===== src/rtl/instr_prefetch_queue.sv =====
// Purpose : instruction prefetch queue between the PC fetch stage and decode.
// Latency : a PC issued in cycle N is visible on dec_* in cycle N+2 (1-cycle imem plus the capture register).
// Backpr. : fetch_stall is raised while queued + in-flight entries reach DEPTH; decode drains with valid/ready.
//
// Ports:
//   clk, reset          rising-edge clock, asynchronous active-high reset
//   fetch_pc/valid      PC from the fetch stage and its request qualifier
//   redirect            branch/jump taken: flush queue and in-flight fetch
//   imem_addr/data      synchronous instruction memory (address out, word back one cycle later)
//   fetch_stall         fetch stage holds its PC this cycle
//   dec_valid/ready     head-of-queue handshake to decode
//   dec_instr/pc        head entry, forced to 0 when the queue is empty
//   count               occupied entries
module instr_prefetch_queue #(
  parameter int INSTR_W = 9,
  parameter int PC_W    = 10,
  parameter int DEPTH   = 4,
  parameter int CNT_W   = 3
) (
  input  logic               clk,
  input  logic               reset,
  input  logic [PC_W-1:0]    fetch_pc,
  input  logic               fetch_valid,
  input  logic               redirect,
  output logic [PC_W-1:0]    imem_addr,
  input  logic [INSTR_W-1:0] imem_data,
  output logic               fetch_stall,
  output logic               dec_valid,
  input  logic               dec_ready,
  output logic [INSTR_W-1:0] dec_instr,
  output logic [PC_W-1:0]    dec_pc,
  output logic [CNT_W-1:0]   count
);

  localparam int PTR_W = $clog2(DEPTH);
  localparam logic [CNT_W:0] DEPTH_W = (CNT_W+1)'(DEPTH);

  logic [PTR_W-1:0]   wr_ptr;
  logic [PTR_W-1:0]   rd_ptr;
  logic               inflight;
  logic [PC_W-1:0]    inflight_pc;
  logic [CNT_W:0]     occupancy;
  logic               issue;
  logic               push;
  logic               pop;

  // Storage is deliberately left without reset: empty outputs are masked below.
  logic [INSTR_W-1:0] instr_mem [DEPTH];
  logic [PC_W-1:0]    pc_mem    [DEPTH];

  assign imem_addr = fetch_pc;

  // Slots are reserved at issue time by counting the in-flight fetch, so a
  // capture can never find the queue full. A same-cycle pop is not credited,
  // which keeps the stall path free of dec_ready.
  assign occupancy   = {1'b0, count} + {{CNT_W{1'b0}}, inflight};
  assign fetch_stall = (occupancy >= DEPTH_W);

  assign issue     = fetch_valid & ~fetch_stall & ~redirect;
  assign push      = inflight & ~redirect;
  assign dec_valid = (count != '0);
  assign pop       = dec_valid & dec_ready & ~redirect;

  assign dec_instr = dec_valid ? instr_mem[rd_ptr] : '0;
  assign dec_pc    = dec_valid ? pc_mem[rd_ptr]    : '0;

  always_ff @(posedge clk or posedge reset) begin
    if (reset) begin
      wr_ptr      <= '0;
      rd_ptr      <= '0;
      count       <= '0;
      inflight    <= 1'b0;
      inflight_pc <= '0;
    end else if (redirect) begin
      // Flush: the word returning this cycle belongs to the wrong path.
      wr_ptr   <= '0;
      rd_ptr   <= '0;
      count    <= '0;
      inflight <= 1'b0;
    end else begin
      inflight <= issue;
      if (issue) begin
        inflight_pc <= fetch_pc;
      end
      if (push) begin
        wr_ptr <= wr_ptr + 1'b1;
      end
      if (pop) begin
        rd_ptr <= rd_ptr + 1'b1;
      end
      case ({push, pop})
        2'b10:   count <= count + 1'b1;
        2'b01:   count <= count - 1'b1;
        default: count <= count;
      endcase
    end
  end

  always_ff @(posedge clk) begin
    if (push) begin
      instr_mem[wr_ptr] <= imem_data;
      pc_mem[wr_ptr]    <= inflight_pc;
    end
  end

endmodule


===== config.mk =====
export PLATFORM = sky130hd
export DESIGN_NAME = instr_prefetch_queue
export DESIGN_NICKNAME = d
export VERILOG_FILES = /design/src/rtl/instr_prefetch_queue.sv
export SDC_FILE = /design/constraint.sdc
export NUM_CORES = 1
export LEC_CHECK = 0
export CAP_MARGIN = 10
export CORE_MARGIN = 5
export CORE_UTILIZATION = 58
export CTS_CLUSTER_SIZE = 28
export DETAILED_ROUTE_END_ITERATION = 10
export PLACE_DENSITY = 0.85
export RECOVER_POWER = 50
export SETUP_SLACK_MARGIN = 0.3
export SLEW_MARGIN = 10
export SYNTH_ARGS = -nofsm -noshare
export SYNTH_HDL_FRONTEND = slang
export SYNTH_SLANG_ARGS = --single-unit

===== constraint.sdc =====
create_clock -name clk -period 4.5 [get_ports clk]
set_clock_uncertainty 0.1 [all_clocks]
set_input_delay 0.675 -clock clk [delete_from_list [all_inputs] [get_ports clk]]
set_output_delay 0.675 -clock clk [all_outputs]
set_load 0.02 [all_outputs]

==> results of run 1 <==
==> final timing paths <==
check	to	slack, ps	depth (start not counted)
max	dec_pc[9]	990	4
max reg2reg	count[1]	1770	5
min in group asynchronous	inflight_pc[0]	790	2
max in group asynchronous	inflight_pc[6]	3030	2
min	pc_mem[2][6]	440	0
min reg2reg	pc_mem[2][6]	440	0
==> through the flow <==
stage	power (uW)	cells	area (sq um)	utilization	setup WS (ps)
6_report	2550	334	4610	0.718	989
5_1_grt	2670	334	4610	0.718	744
4_1_cts	2600	334	4650	0.724	898
3_5_place_dp	1960	319	4410	0.687	1290
3_3_place_gp	1940	319	4410	0.687	1340
2_1_floorplan	1630	203	3860	-	1940
==> final cells by class <==
cell class              instances  share of cell area
multi-input cells              86               0.207
clock buffers                  10              0.0277
flip-flops and latches         94               0.593
clock inverters                 5              0.0231
repair buffers                 58               0.125
well taps                      77              0.0209
inverters                       4             0.00326
==> power by group <==
part           switching (uW)  internal, uW
clock network             273           368
logic                     360           405
registers                 103          1040
total                     736          1810
==> metal layers <==
layer / global-route usage / routed length, um / vias up
li1: - / - / 863
met3: 0.0537 / 379 / 10
met2: 0.281 / 3380 / 64
met4: 0.0528 / 76 / 0
met5: 0 / 0 / -
met1: 0.229 / 2850 / 955
==> synth_stat cells, drive strengths merged, types with 2 or more instances <==
cell and number:
edfxtp 76, xor2 2, xnor2 4, mux4 19, nor2 6, buf 13
inv 4, and2 23, clkbuf 6, mux2 10, dfrtp 18, ha 4
nor2b 2
==> cells by family (layout without fill, tap and decap cells) <==
logic type               count (synthesis)  count (layout)  share of synthesized area
AO/OA/AOI/OAI                            7               7                     0.0146
XOR/XNOR                                 6               6                     0.0136
adder cells (fa/ha/maj)                  5               5                     0.0182
buffers and inverters                   23              77                     0.0347
flip-flops                              94              94                      0.708
multiplexers                            30              30                      0.151
AND/OR/NAND/NOR                         38              38                     0.0593
==> worst max-delay path, cell delays in order, from the launching register on <==
cell and delay (ps):
dfrtp_1 800, buf_4 360, mux4_2 520, and2_1 170
clkdlybuf4s50_1 530
==> state kept, by name (all words and copies together) (netlist names) <==
signal / count
inflight_pc: 10
count: 3
instr_mem: 36
wr_ptr: 2
inflight: 1
rd_ptr: 2
pc_mem: 40
==> results.toml, run 1 <==
[clock_network]
htreeDepth = 3
cts_buffers = 9
cts_tree = "built"
cts_sinks = 94
postCtsHoldBufs = 0
cts_setup_buffers = 0
cts_root_buf = "clkbuf_8"
clock_path_buffers = 2
clkTransAtPathRegs_ps = 80
clk_latency_ps = 350
ctsResizeCount = 0

[sta]
holdWs_ps = 435
setup_viol = 0
period_share = 0.780
fmax_mhz = 285
worst_slew_margin_rel = 0.294
rsz0062_at_grt = "false"
drv_slew = 0
worst_slew_pin_slew_ps = 1060
fin_setup_tns_ps = 0
finalCriticalPeriod_ps = 3510
finalHoldViolations = 0

[critical_path]
startpoint = "rd_ptr[0]"
timing.rr.start = "count[0]"
path_max_fanout = 12
startpoint_type = "register"
path_class = "reg2out"
crit_required_ps = 3720
cp.arrival_ps = 2740
end_kind = "primary output"

[power_and_ir_drop]
peakVddDrop_uv = 321
power.leakage_uw = 0.00157
power_density_nw_per_um2 = 552

[run]
max-cap-violations = 0

[cells_and_area]
nets = 282
layout_common_cells = "76 x edfxtp_1, 45 x clkdlybuf4s50_1, 23 x and2_1"
fill_cells = 395
multi_input_area_sq_um = 956
drive_gt1_frac = 0.140
final_common_cell = "edfxtp_1"
final-seq-area_sq_um = 2730
area_growth_pct = 19.5
antenna_cells = 0

[global_routing]
grt_max_degree = 22
grt_first_pass_wirelength_um = 10800
grt_pass1_vias = 2057
grt_use_total = 0.174
grt-ovfl-total = 0
antenna_found_initial = 0

[logic_synthesis]
yosysTopAreaCellShare = 0.591
avgSynthCellArea_sq_um = 19.0
syn_area_sq_um = 3860
synth_top_cells_by_area = "edfxtp_1 59%, dfrtp_1 12%, mux4_2 11%"
synth_edf_count = 76
synth_seq_cells = 94
yosysWarnings = 0
yosysTopAreaCell = "edfxtp_1"
ys_seq_area_frac = 0.708
synth_cells = 203
syn_nets = 232
async_reset_ff_frac = 0.191
ys_types = 32
synth-main-ff-cell = "edfxtp_1"

[run_status]
status = "completed"

[floorplan]
ios = 58
start_util = 0.601
rows = 29
dieWidth_um = 91.6
die_area_sq_um = 8380
die_height_um = 91.6
core_sq_um = 6420

[drt]
via_per_inst = 5.66
drt-initial-drc-count = 90
ant_nets = 0
vias = 1892
drt_pass1_iterations = 4
wire_per_inst_um = 20.0
drt_wl_total_um = 6690
drc = 0

[place]
port_buffers = 57
gp_congestion = 0.700

[hold_path]
hp-class = "reg2reg"
hp-start = "inflight_pc[6]"
(Power assumes the default switching activity.)
==> run 2: changes to the inputs <==
--- a/config.mk
+++ b/config.mk
@@ -7,10 +7,10 @@
 export LEC_CHECK = 0
 export CAP_MARGIN = 10
 export CORE_MARGIN = 5
-export CORE_UTILIZATION = 58
+export CORE_UTILIZATION = 48
 export CTS_CLUSTER_SIZE = 28
 export DETAILED_ROUTE_END_ITERATION = 10
-export PLACE_DENSITY = 0.85
+export PLACE_DENSITY = 0.75
 export RECOVER_POWER = 50
 export SETUP_SLACK_MARGIN = 0.3
 export SLEW_MARGIN = 10
==> constraint.sdc (replaced) <==
create_clock -name clk -period 3 [get_ports clk]
set_clock_uncertainty 0.1 [all_clocks]
set_input_delay 0.45 -clock clk [delete_from_list [all_inputs] [get_ports clk]]
set_output_delay 0.45 -clock clk [all_outputs]
set_load 0.02 [all_outputs]
==> results.toml, run 2 (synthesis gave the netlist of run 1 again) <==
[critical_path]
cp.arrival_ps = 1960
crit_chain = "buf_12, mux4_2, and2_1, dlygate4sd2_1"
timing.rr.start = "count[1]"
crit_required_ps = 2450
path_class = "reg2out"
startpoint_type = "register"
end_kind = "primary output"
path_max_fanout = 13
startpoint = "rd_ptr[0]"
max_stage_delay_ps = 530
slowest_stage = "mux4_2"

[run]
max-cap-violations = 0

[floorplan]
start_util = 0.497
dieWidth_um = 99.7
die_height_um = 99.7
ios = 58
die_area_sq_um = 9930
rows = 32
core_sq_um = 7770

[global_routing]
grt_use_total = 0.143
grt_pass1_vias = 2049
antenna_found_initial = 0
grt-ovfl-total = 0
grt_max_degree = 22
grt_first_pass_wirelength_um = 10700

[drt]
drt_wl_total_um = 6640
drc = 0
wl_met3_um = 255
via_per_inst = 5.15
wire_per_inst_um = 18.0
top_layer = "met4"
wl_met1_um = 2910
drt_pass1_iterations = 4
drt-initial-drc-count = 101
ant_nets = 0
vias = 1899
wl_met2_um = 3420

[cells_and_area]
antenna_cells = 0
reg_top3 = "pc_mem: 40 flops, instr_mem: 36 flops, inflight_pc: 10 flops"
utilization = 0.612
layout_common_cells = "76 x edfxtp_1, 28 x clkdlybuf4s50_1, 22 x and2_1"
fill_cells = 586
area_growth_pct = 23.2
final_common_cell = "edfxtp_1"
final_cells = 369
multi_input_area_sq_um = 1000
final-seq-area_sq_um = 2730
nets = 291
largest_reg_flops = 40
regMostFlops = "pc_mem"
drive_gt1_frac = 0.210

[sta]
period_share = 0.838
worst_slew_margin_rel = 0.467
drv_slew = 0
holdWs_ps = 425
finalCriticalPeriod_ps = 2510
fin_setup_tns_ps = 0
setup_viol = 0
finalHoldViolations = 0
setup_slack_ps = 487
worst_slew_pin_slew_ps = 799
fmax_mhz = 398
rsz0062_at_grt = "false"

[power_and_ir_drop]
power_density_nw_per_um2 = 762
switchingPower_uw = 1100
swShare = 0.305
p_comb_frac = 0.336
p_int_uw = 2520
seqPwrFrac = 0.462
power.leakage_uw = 0.00183
clockPowerShare = 0.202
peakVddDrop_uv = 383

[clock_network]
cts_root_buf = "clkbuf_8"
cts_sinks = 94
htreeDepth = 3
clock_path_buffers = 2
cts_tree = "built"
clkTransAtPathRegs_ps = 90
cts_buffers = 9
clk_latency_ps = 340

[place]
gp_congestion = 0.758
dp_hpwl_um = 4430
dp.cells = 353
port_buffers = 57
place_ws_ps = 267

[run_status]
status = "completed"

[hold_path]
hp-class = "reg2reg"
hp-start = "inflight_pc[0]"
## run 2: critical path, delay by kind of cell (launching register included)
family / cells / cell delay (ps)
mux: 1 / 530
buf+inv: 2 / 500
flops: 1 / 430
simple gates: 1 / 170
## run 2: cell type report
type / count / area share
multi-input cells: 86 / 0.210
inverters: 4 / 0.00316
repair buffers: 67 / 0.148
clock inverters: 5 / 0.00684
well taps: 102 / 0.0268
flip-flops and latches: 94 / 0.575
clock buffers: 11 / 0.0297
## run 2: per-stage QoR
step	power, uW	instance area, sq um
final	3620	4760
after global routing	3820	4760
after floorplan	2450	3860
after global placement	2940	4550
after detailed placement	2960	4550
after CTS	3670	4730
## run 2: final timing paths
check	end	slack, ps	depth (start not counted)
worst min-delay path	pc_mem[2][0]	430	0
max in group asynchronous	rd_ptr[1]	1650	2
worst min register to register	pc_mem[2][0]	430	0
worst max register to register	count[1]	490	5
min in group asynchronous	inflight_pc[6]	590	2
worst max-delay path	dec_instr[1]	490	4
## run 2: per-layer routing
| layer | up-vias | global-route usage |
|---|---|---|
| met3 | 4 | 0.0323 |
| met4 | 0 | 0.0536 |
| li1 | 883 | - |
| met1 | 967 | 0.187 |
| met5 | - | 0 |
| met2 | 45 | 0.237 |
## run 2: power groups by stage
stage                     clock network (uW)  registers (uW)  logic [uW]
after floorplan                            0            1680         775
after global placement                     0            1680        1260
after detailed placement                   0            1690        1270
after CTS                                753            1670        1240
after global routing                     816            1690        1310
final                                    732            1670        1220
## run 2: timing repair
item	in CTS	in global routing
setup endpoints to repair	20	12
buffers inserted	0	0
gates resized for setup	13	13
hold buffers	0	0
==> run 3: changes to the inputs <==
==> constraint.sdc (replaced) <==
create_clock -name clk -period 2.3 [get_ports clk]
set_clock_uncertainty 0.1 [all_clocks]
set_input_delay 0.345 -clock clk [delete_from_list [all_inputs] [get_ports clk]]
set_output_delay 0.345 -clock clk [all_outputs]
set_load 0.02 [all_outputs]
==> results.toml, run 3 (synthesis gave the netlist of run 1 again) <==
[run_status]
status = "completed"

[critical_path]
crit_required_ps = 1860
cp.arrival_ps = 1800
path_max_fanout = 6
slowest_stage = "mux4_2"
max_stage_delay_ps = 490
crit_family = "multiplexers"
path_common_cell = "buf_12"
end_kind = "primary output"
crit_chain = "buf_12, buf_12, mux4_2, and2_4, buf_6"
startpoint_type = "register"
worst-path-buf-inv = 3
path_class = "reg2out"

[power_and_ir_drop]
power_density_nw_per_um2 = 1140
peakVddDrop_uv = 612
power.leakage_uw = 0.00191
finalPower_uw = 5880

[sta]
setup_slack_ps = 51.0
drv_slew = 0
setup_viol = 0
worst_slew_pin_slew_ps = 763
rsz0062_at_grt = "true"
fin_setup_tns_ps = 0
worst_slew_margin_rel = 0.491
fmax_mhz = 445
finalCriticalPeriod_ps = 2250
finalHoldViolations = 0
period_share = 0.978

[floorplan]
start_util = 0.497
dieWidth_um = 99.7
die_height_um = 99.7
die_area_sq_um = 9930
ios = 58
rows = 32
core_sq_um = 7770

[global_routing]
grt-ovfl-total = 0
antenna_found_initial = 0
grt_max_degree = 20
grt_pass1_vias = 2197
grt_use_total = 0.155
grt_first_pass_wirelength_um = 11400

[cells_and_area]
final-seq-area_sq_um = 2740
fill_cells = 547
nets = 313
final_cells = 391
layout_common_cells = "76 x edfxtp_1, 25 x clkdlybuf4s50_1, 21 x buf_6"
final_common_cell = "edfxtp_1"
fin_area_sq_um = 5140
area_growth_pct = 33.2
regMostFlops = "pc_mem"
multi_input_area_sq_um = 1070
largest_reg_flops = 40
antenna_cells = 0
drive_gt1_frac = 0.415
reg_top3 = "pc_mem: 40 flops, instr_mem: 36 flops, inflight_pc: 10 flops"

[drt]
ant_nets = 0
drc = 0
drt-initial-drc-count = 143
vias = 2014
drt_pass1_iterations = 4
wire_per_inst_um = 18.9
drt_wl_total_um = 7370
via_per_inst = 5.15

[clock_network]
htreeDepth = 3
cts_sinks = 94
cts_root_buf = "clkbuf_8"
clkTransAtPathRegs_ps = 90
clock_path_buffers = 2
cts_tree = "built"
cts_buffers = 9
clk_latency_ps = 350

[place]
place_ws_ps = -4.62
gp_congestion = 0.797
dp.cells = 361
place_area_sq_um = 4640
port_buffers = 57
dp_hpwl_um = 4680

[hold_path]
hp-class = "reg2reg"

[run]
max-cap-violations = 0
==> run 3: per-layer routing <==
layer,wire length (um),up-vias,GRT usage
met4,101,0,0.0620
met1,3040,1019,0.187
met2,3910,54,0.272
li1,-,932,-
met5,0,-,0
met3,317,9,0.0323
==> run 3: power by group <==
group / total, uW / leakage (uW) / switching, uW / internal [uW]
clock: 1280 / 0.000118 / 557 / 726
combinational: 2420 / 0.000880 / 998 / 1430
sequential: 2170 / 0.000908 / 132 / 2040
==> run 3: path summary, 6_finish.rpt <==
| kind | startpoint | endpoint | slack [ps] | depth (start not counted) |
|---|---|---|---|---|
| worst max-delay path | rd_ptr[0] | dec_pc[6] | 50 | 5 |
| worst min-delay path | inflight_pc[3] | pc_mem[2][3] | 430 | 0 |
| worst max register to register | count[0] | inflight_pc[6] | 150 | 4 |
| worst min register to register | inflight_pc[3] | pc_mem[2][3] | 430 | 0 |
| max in group asynchronous | reset | count[2] | 1110 | 2 |
| min in group asynchronous | reset | inflight_pc[2] | 450 | 2 |
==> run 3: cell type report <==
cell class | count | area share
timing repair buffer | 89 | 0.185
multi-input combinational | 86 | 0.208
tap | 102 | 0.0248
clock inverter | 7 | 0.0231
sequential | 94 | 0.532
inverter | 4 | 0.00292
clock buffer | 9 | 0.0241
==> run 3: repair_timing <==
action                                  in CTS  in global routing
hold buffers                                 0                  0
cloned                                       2                  1
buffers inserted                             7                  4
gates resized for setup                    134                 15
hold endpoints to repair                     0                  0
pin swaps                                   19                  5
endpoints found under the setup margin      23                 23
==> run 3: stage by stage <==
| step | util | hold slack, ps |
|---|---|---|
| 2_1_floorplan | - | 183 |
| 3_3_place_gp | 0.597 | 395 |
| 3_5_place_dp | 0.597 | 411 |
| 4_1_cts | 0.650 | 334 |
| 5_1_grt | 0.662 | 455 |
| 6_report | 0.662 | 430 |
==> patch, RTL diff (config.mk and constraints of run 2) <==
Register the output `count` once more, cleared by the reset; this adds one clock of latency there. The other outputs are not delayed to match.
--- a/src/rtl/instr_prefetch_queue.sv
+++ b/src/rtl/instr_prefetch_queue.sv
@@ -35,6 +35,8 @@
   localparam int PTR_W = $clog2(DEPTH);
   localparam logic [CNT_W:0] DEPTH_W = (CNT_W+1)'(DEPTH);
 
+  logic [CNT_W-1:0] count_s0;
+
   logic [PTR_W-1:0]   wr_ptr;
   logic [PTR_W-1:0]   rd_ptr;
   logic               inflight;
@@ -53,12 +55,12 @@
   // Slots are reserved at issue time by counting the in-flight fetch, so a
   // capture can never find the queue full. A same-cycle pop is not credited,
   // which keeps the stall path free of dec_ready.
-  assign occupancy   = {1'b0, count} + {{CNT_W{1'b0}}, inflight};
+  assign occupancy   = {1'b0, count_s0} + {{CNT_W{1'b0}}, inflight};
   assign fetch_stall = (occupancy >= DEPTH_W);
 
   assign issue     = fetch_valid & ~fetch_stall & ~redirect;
   assign push      = inflight & ~redirect;
-  assign dec_valid = (count != '0);
+  assign dec_valid = (count_s0 != '0);
   assign pop       = dec_valid & dec_ready & ~redirect;
 
   assign dec_instr = dec_valid ? instr_mem[rd_ptr] : '0;
@@ -68,14 +70,14 @@
     if (reset) begin
       wr_ptr      <= '0;
       rd_ptr      <= '0;
-      count       <= '0;
+      count_s0    <= '0;
       inflight    <= 1'b0;
       inflight_pc <= '0;
     end else if (redirect) begin
       // Flush: the word returning this cycle belongs to the wrong path.
       wr_ptr   <= '0;
       rd_ptr   <= '0;
-      count    <= '0;
+      count_s0 <= '0;
       inflight <= 1'b0;
     end else begin
       inflight <= issue;
@@ -89,9 +91,9 @@
         rd_ptr <= rd_ptr + 1'b1;
       end
       case ({push, pop})
-        2'b10:   count <= count + 1'b1;
-        2'b01:   count <= count - 1'b1;
-        default: count <= count;
+        2'b10:   count_s0 <= count_s0 + 1'b1;
+        2'b01:   count_s0 <= count_s0 - 1'b1;
+        default: count_s0 <= count_s0;
       endcase
     end
   end
@@ -103,5 +105,13 @@
     end
   end
 
+  always_ff @(posedge clk or posedge reset) begin
+    if (reset) begin
+      count <= '0;
+    end else begin
+      count <= count_s0;
+    end
+  end
+
 endmodule
 
Function: changed (Yosys sat finds a counterexample within 4 cycles, from zero or initial values and one cycle with reset high).
==> patch against run 2 <==
Sequential cell count is 3 higher; count of clock-buffer cells in the layout is 1 lower; synthesized area is 2.2% higher; non-clock buffer count is 2 lower; worst hold slack worse by 0.0077 ns; first-iteration DRC count is 50% lower; final area hardly changed; wire length is 4.8% lower; setup slack worse by 0.13 ns; utilization is 2.5 points lower; total power is 0.45% higher; largest power group unchanged; highest routed layer unchanged.
==> patch: results (changes against run 2) <==
power_and_ir_drop:
  leakage_nw: 1.767  # -3.7%
  pwr-share-seq_pct: 47.2  # +1.0 points
  p_comb_mw: 1.09  # -11%
  switching_share_pct: 29.96  # -0.50 points
  peakVddDrop_v: 0.0003571  # -6.8%
grt:
  grt_pass1_vias: 2011  # -1.9%
  use_met2_pct: 21.27  # -2.4 points
  met1_usage_pct: 18.15  # -0.53 points
  met3_usage_pct: 4.083  # +0.86 points
  grt_pass1_wl_um: 10220  # -4.2%
cells_and_area:
  fill_cells: 625  # +6.7%
  drive_above_1_share_pct: 19.19  # -1.8 points
routing:
  wl_per_cell_um: 16.80  # -6.6%
  wl_met3_um: 374  # +47%
  wl_met2_um: 3145  # -7.9%
  drt_iter0_markers: 50  # -50%
synthesis:
  seq_area_frac_synth_pct: 71.19  # +0.38 points
  synth-xor-area-share_pct: 1.110  # -0.25 points
  async_flop_share_pct: 21.65  # +2.5 points
  synth_area_leaders: "edfxtp_1 (58%), dfrtp_1 (13%), mux4_2 (10%)"
  synth_common_cells: "edfxtp_1 (76), and2_1 (24), dfrtp_1 (21)"
  yosys-mux-area-fraction_pct: 14.05  # -1.1 points
  synth-compound-area-share_pct: 1.808  # +0.35 points
placed_design:
  gp_congestion: 0.7024  # -7.4%
  postPlaceCellArea_sq_mm: 0.004568  # +0.39%
  hpwl_um: 4081  # -8.0%
worst_setup_path:
  cp_slowest_cell: "clkbuf_1"
  critPathTopFamily: "buffers and inverters"
  cp_max_fo: 19  # +6
  rr_startpoint: "count_s0[0]"
hold_path:
  min_from: "inflight_pc[3]"
run_status:
  status: "finished clean"
timing:
  relSlewSlack_pct: 22.79  # -24 points
[patch: path summary, 6_finish.rpt]
path	end	cells after the start
setup / recovery	instr_mem[3][3]	5
hold / removal	pc_mem[2][3]	0
setup reg to reg	count_s0[2]	6
hold reg to reg	pc_mem[2][3]	0
max in group asynchronous	rd_ptr[1]	2
min in group asynchronous	inflight_pc[5]	2
[patch: cells by family (layout without fill, tap and decap cells)]
kind of cell               Yosys count  in the layout
xor gates and xnor gates             5              5
adders and majority gates            5              5
AOI/OAI and AO/OA                    7              7
buffers and inverters               23             85
and+or+nand+nor                     42             42
DFF                                 97             97
muxes                               30             30
[patch: worst register-to-register path: cells and delay by family (launching register included)]
kind                     cells  cell delay, ns
AND/OR/NAND/NOR              2            0.30
flip-flops                   1            0.47
adder cells (fa/ha/maj)      1            0.45
AO/OA/AOI/OAI                3            1.05
[patch: per-stage QoR]
| step | hold WS (ns) | power [mW] | worst slack (ns) | utilization [%] | cells |
|---|---|---|---|---|---|
| 2_1_floorplan | 0.3265 | 2.485 | 1.021 | - | 209 |
| 3_3_place_gp | 0.3838 | 2.928 | 0.5205 | 56.45 | 360 |
| 6_report | 0.4174 | 3.639 | 0.3560 | 58.72 | 376 |
| 3_5_place_dp | 0.4029 | 2.949 | 0.5142 | 56.45 | 360 |
| 5_1_grt | 0.4466 | 3.843 | 0.1985 | 58.72 | 376 |
| 4_1_cts | 0.4115 | 3.717 | 0.2560 | 58.83 | 376 |
[patch: final cells by class]
type	instances	area share [%]
clock inverters	6	1.448
inverters	4	0.3160
clock buffers	10	2.686
multi-input cells	89	20.41
flip-flops and latches	97	59.11
well taps	105	2.765
repair buffers	65	13.27
[patch: repair_timing]
action / CTS / global route
hold buffers: 0 / 0
resized for setup: 18 / 5
setup endpoints to repair: 15 / 5
setup buffers: 0 / 0
